[src/rtl/core2_gf_mul_responder.sv]
// Digit-serial carry-less multiplier with a 2-entry first-word-fall-through result FIFO.
// Optional build macro CORE2_SQR_FAST_EN: squaring (cmd 10) by bit interleave, skipping MULT.
module core2_gf_mul_responder #(
  parameter int WIDTH = 128,
  parameter int DIGIT = 4
) (
  input  logic               clk,
  input  logic               rst_n,
  input  logic               wr_en_inp,
  input  logic [WIDTH-1:0]   data_in_a,
  input  logic [WIDTH-1:0]   data_in_b,
  input  logic [1:0]         data_in_cmd,
  output logic               in_busy,
  input  logic               rd_en_out,
  output logic [2*WIDTH-1:0] data_out,
  output logic               out_busy,
  output logic               ovf
);

  localparam int STEPS = WIDTH / DIGIT;
  localparam int CW    = (STEPS > 1) ? $clog2(STEPS) : 1;
  localparam int W2    = 2 * WIDTH;

  typedef enum logic [1:0] {
    IDLE,
    MULT,
    PUSH
  } state_t;

  state_t          state_q, state_d;
  logic [WIDTH-1:0] a_q, a_d;
  logic [WIDTH-1:0] b_q, b_d;
  logic [W2-1:0]   acc_q, acc_d;
  logic [CW-1:0]   cnt_q, cnt_d;
  logic [W2-1:0]   mem_q [2];
  logic [W2-1:0]   mem_d [2];
  logic            rd_ptr_q, rd_ptr_d;
  logic            wr_ptr_q, wr_ptr_d;
  logic [1:0]      count_q, count_d;
  logic            ovf_q, ovf_d;
  logic            push;
  logic            pop;
  logic            accept;
  logic [W2-1:0]   part;

  assign in_busy  = (state_q != IDLE);
  assign out_busy = (count_q == 2'd0);
  assign ovf      = ovf_q;
  assign data_out = (count_q == 2'd0) ? '0 : mem_q[rd_ptr_q];

  assign accept = wr_en_inp && (state_q == IDLE);
  assign pop    = rd_en_out && (count_q != 2'd0);
  assign push   = (state_q == PUSH) && ((count_q != 2'd2) || pop);

  // Partial product of A with the top DIGIT bits of the shifting B.
  always_comb begin
    part = '0;
    for (int j = 0; j < DIGIT; j++) begin
      if (b_q[WIDTH-DIGIT+j]) begin
        part = part ^ ({{WIDTH{1'b0}}, a_q} << j);
      end
    end
  end

`ifdef CORE2_SQR_FAST_EN
  logic [W2-1:0] sq_in;

  always_comb begin
    sq_in = '0;
    for (int i = 0; i < WIDTH; i++) begin
      sq_in[2*i] = data_in_a[i];
    end
  end
`endif

  always_comb begin
    state_d = state_q;
    a_d     = a_q;
    b_d     = b_q;
    acc_d   = acc_q;
    cnt_d   = cnt_q;
    unique case (state_q)
      IDLE: begin
        if (accept && (data_in_cmd != 2'b00)) begin
          a_d     = data_in_a;
          b_d     = (data_in_cmd == 2'b10) ? data_in_a : data_in_b;
          acc_d   = '0;
          cnt_d   = '0;
          state_d = MULT;
`ifdef CORE2_SQR_FAST_EN
          if (data_in_cmd == 2'b10) begin
            acc_d   = sq_in;
            state_d = PUSH;
          end
`endif
        end
      end
      MULT: begin
        acc_d = (acc_q << DIGIT) ^ part;
        b_d   = b_q << DIGIT;
        cnt_d = cnt_q + 1'b1;
        if (cnt_q == CW'(STEPS - 1)) begin
          state_d = PUSH;
        end
      end
      PUSH: begin
        if (push) begin
          state_d = IDLE;
        end
      end
      default: state_d = IDLE;
    endcase
  end

  always_comb begin
    mem_d    = mem_q;
    rd_ptr_d = rd_ptr_q;
    wr_ptr_d = wr_ptr_q;
    count_d  = count_q;
    ovf_d    = ovf_q | (wr_en_inp & in_busy);
    if (push) begin
      mem_d[wr_ptr_q] = acc_q;
      wr_ptr_d        = ~wr_ptr_q;
    end
    if (pop) begin
      rd_ptr_d = ~rd_ptr_q;
    end
    count_d = count_q + {1'b0, push} - {1'b0, pop};
  end

  always_ff @(posedge clk or negedge rst_n) begin
    if (!rst_n) begin
      state_q  <= IDLE;
      a_q      <= '0;
      b_q      <= '0;
      acc_q    <= '0;
      cnt_q    <= '0;
      mem_q    <= '{default: '0};
      rd_ptr_q <= 1'b0;
      wr_ptr_q <= 1'b0;
      count_q  <= 2'd0;
      ovf_q    <= 1'b0;
    end else begin
      state_q  <= state_d;
      a_q      <= a_d;
      b_q      <= b_d;
      acc_q    <= acc_d;
      cnt_q    <= cnt_d;
      mem_q    <= mem_d;
      rd_ptr_q <= rd_ptr_d;
      wr_ptr_q <= wr_ptr_d;
      count_q  <= count_d;
      ovf_q    <= ovf_d;
    end
  end

endmodule

[config.mk]
export PLATFORM = sky130hd
export DESIGN_NAME = core2_gf_mul_responder
export DESIGN_NICKNAME = d
export VERILOG_FILES = /design/src/rtl/core2_gf_mul_responder.sv
export SDC_FILE = /design/constraint.sdc
export NUM_CORES = 2
export LEC_CHECK = 0
export CAP_MARGIN = 25
export CORE_MARGIN = 2
export CORE_UTILIZATION = 50
export DETAILED_ROUTE_END_ITERATION = 8
export PLACE_DENSITY = 0.77
export SLEW_MARGIN = 25
export SYNTH_ARGS = -nofsm -noshare
export SYNTH_HDL_FRONTEND = slang
export SYNTH_SLANG_ARGS = --single-unit
[constraint.sdc]
create_clock -name clk -period 2.8 [get_ports clk]
set_clock_uncertainty 0.2 [all_clocks]
set_input_delay 0.28 -clock clk [delete_from_list [all_inputs] [get_ports clk]]
set_output_delay 0.28 -clock clk [all_outputs]
set_load 0.03 [all_outputs]
==> results.ini <==
[worst_hold_path]
hold_path_depth=3
hold_start=data_in_a[29]
hold_class=in -> reg
worstHoldEndpoint=a_q[29]$_DFFE_PN0P_

[critical_path]
reg2reg_slack_ns=0.40
critPathRequiredTime_ns=2.32
crit_chain=buf_12 > buf_8 > buf_12 > clkbuf_16 > mux2i_4 > nor2_1 > buf_4
slowest_stage=dfrtp_4
r2r_start=count_q[0]$_DFF_PN0_
crit_buf_inv=5
critPathKind=reg -> out
worstPathArrival_ns=2.42
end_kind=primary output
rr_endpoint=mem_q[223]$_DFFE_PN0P_
crit_family=buffers and inverters
worstPathMaxFanout=8
slowest_delay_ns=0.52
cp_common_cell=buf_12
crit_path_start_kind=register
reg2reg_depth=5

[yosys]
post_synth_mux_area_share=0.162
yosys.area_share.simple=0.136
netlist_instances=4890
synthAdderAreaFrac=0.000971
synth_fp_nets=5156
synth_cell_types=31
synth_top_cell_area_share=0.503
synth.most_common_cell=nand2_1
seq_area_frac_synth=0.503
synth.avg_cell_area_um2=10.5
syn-cell-area_um2=51500
synth_compound_area_frac=0.0629
yosysWarnings=0
synth_common_cells=nand2_1 (1409), dfrtp_1 (1036), mux2_2 (488)
synth_top_family_by_area=multiplexers
synth_area_leaders=dfrtp_1 (50%), mux2_2 (11%), nand2_1 (10%)
synth_largest_area_cell=dfrtp_1
synth_ff_type=dfrtp_1
synth_xor_area_frac=0.0992
synth_edf_count=0
async_flop_share=1.00
synth-seq-cells=1036

[clock_network]
clk_latency_ns=0.71
htreeDepth=3
clockBufferDepth=3
cts_tree=built
cts.sinks=1036
clockRootBuffer=clkbuf_16
clkTransAtPathRegs_ns=0.06
cts_buffers=108

[grt]
gr-total-overflow=0
antenna_found_initial=19
grt_max_degree=152
grt_pass1_wl_um=230000
grt_pass1_vias=39700
grt_use_total=0.277

[power]
p_switching_uw=30600
p_int_uw=45100
seqPwrFrac=0.330
ir_drop_v=0.000984
pwr-share-comb=0.468
power_uw=75700
pwr-share-clk=0.202
power_leakage_uw=0.0295
p_sw_frac=0.404
powerDensity_nw_per_um2=1180

[layout]
fin_area_um2=64100
drive_gt1_frac=0.222
areaGrowthSynthToFinish_pct=24.5
nets=5687

[detailed_routing]
drt_iter0_drc=3651
drc=0
wirelength_um=151000
ant_nets=0
vias=39100
drt-vias-per-instance=5.69
wl_per_cell_um=21.9
dr.pass1.iters=8

[flow_run]
cap_violations=0

[status]
violations=setup timing
status=complete, but fails checks

[sta]
whs_ns=0.0396
rsz0062_at_grt=true
finalHoldViolCount=0
worst_slew_pin_slew_ns=0.886
maxSlewHeadroom=0.409
setup_ws_ns=-0.0961
period_share=1.03
max_freq_ghz=0.345
maxSlewViolCount=0
setup_tns_ns=-0.549
setup_viol=14
period_minus_slack_ns=2.90

[floorplan]
ios=521
initial_utilization=0.505
die_h_um=325
die-area_um2=106000
dieWidth_um=325
coreArea_um2=102000
rows=117

[placement]
dpl_cell_area_um2=58300
port_buffers=520
gp_congestion=0.892
dp_hpwl_um=97700

-- cell families (layout without fill, tap and decap cells) --
family	count (synthesis)	after routing
AND/OR/NAND/NOR	1817	1817
flip-flops	1036	1036
multiplexers	768	768
AO/OA/AOI/OAI	519	519
XOR/XNOR	389	389
buffers and inverters	357	974
adder cells (fa/ha/maj)	4	4
other	0	5
-- worst max path at each step --
stage	startpoint	end	slack [ns]	cells past startpoint
floorplan	rd_ptr_q$_DFFE_PN0P_	data_out[226]	0.83	5
global placement	data_in_cmd[1]	b_q[111]$_DFFE_PN0P_	0.12	7
detailed placement	data_in_cmd[1]	b_q[102]$_DFFE_PN0P_	0.12	7
CTS	rd_ptr_q$_DFFE_PN0P_	data_out[152]	-0.22	7
global route	rd_ptr_q$_DFFE_PN0P_	data_out[220]	-0.16	7
finish	rd_ptr_q$_DFFE_PN0P_	data_out[220]	-0.1	7
-- through the flow --
stage	utilization	setup slack, ns	cells
finish	0.629	-0.0961	6880
global placement	0.572	0.118	6559
CTS	0.623	-0.217	6846
detailed placement	0.572	0.123	6559
global route	0.629	-0.159	6877
floorplan	-	0.831	4890
-- per-layer routing --
metal | vias up | part of all wire | global-route usage | routed length (µm)
li1 | 17500 | - | - | -
met3 | 363 | 0.081 | 0.0646 | 12200
met4 | 16 | 0.047 | 0.129 | 7030
met1 | 19700 | 0.41 | 0.367 | 61300
met5 | - | 0.00067 | 0 | 101
met2 | 1571 | 0.47 | 0.433 | 70100
-- cell type report --
class / count / area, µm²
fill: 7772 / 37900
sequential: 1036 / 25900
multi-input combinational: 3497 / 24500
timing repair buffer: 777 / 8190
clock buffer: 145 / 3060
tap: 1368 / 1710
clock inverter: 51 / 718
antenna: 5 / 12.5
inverter: 1 / 3.75
-- cells in the final DEF (no fill, tap or decap), types with 4 or more instances in the layout --
| cell | count |
|---|---|
| nand2_1 | 1409 |
| dfrtp_1 | 1031 |
| mux2_2 | 488 |
| o21ai_0 | 264 |
| clkdlybuf4s50_1 | 262 |
| xnor2_1 | 260 |
| buf_4 | 252 |
| nor2_1 | 232 |
| mux2i_1 | 180 |
| nand3_1 | 132 |
| a21oi_1 | 124 |
| a221o_1 | 124 |
| xnor3_1 | 124 |
| clkbuf_16 | 119 |
| buf_12 | 75 |
| dlygate4sd3_1 | 63 |
| mux2i_2 | 40 |
| mux2i_4 | 36 |
| nor2_2 | 28 |
| clkinv_2 | 26 |
| buf_2 | 26 |
| mux2_1 | 24 |
| clkbuf_8 | 22 |
| clkbuf_2 | 21 |
| buf_16 | 18 |
| bufinv_16 | 16 |
| clkdlybuf4s15_2 | 16 |
| clkbuf_1 | 15 |
| dlygate4sd2_1 | 14 |
| buf_6 | 9 |
| diode_2 | 5 |
| xor2_1 | 5 |
| dfrtp_4 | 5 |
| nor2_4 | 4 |
| a311oi_1 | 4 |
| ha_1 | 4 |
| clkdlybuf4s15_1 | 4 |
-- flip-flops by register name, indices dropped and copies added, names as in the netlist --
name,count
mem_q,512
acc_q,256
a_q,128
b_q,128
cnt_q,5
count_q,2
state_q,2
ovf,1
rd_ptr_q,1
wr_ptr_q,1
-- worst register-to-register path, cell delays in order (launching register included) --
cell and delay (ns):
dfrtp_1 0.43, nor3b_2 0.35, nand3b_1 0.29, buf_12 0.30, buf_12 0.33, mux2_2 0.40
-- power groups by stage --
stage	Combinational, µW	Sequential [µW]	Clock, µW
after floorplan	23500	22400	0
final	35400	25000	15300
after global routing	37900	25500	16100
after global placement	32000	24700	0
after CTS	34200	24800	15500
after detailed placement	32800	24900	0
-- repair_timing --
| action | CTS | global route |
|---|---|---|
| cloned | 10 | 12 |
| hold buffers | 63 | 0 |
| setup buffers | 18 | 18 |
| hold endpoints to repair | 907 | 0 |
| pin swaps | 2 | 8 |
| setup endpoints to repair | 239 | 124 |
| resized for setup | 564 | 168 |
No activity file was read; power rests on OpenSTA's default activity.
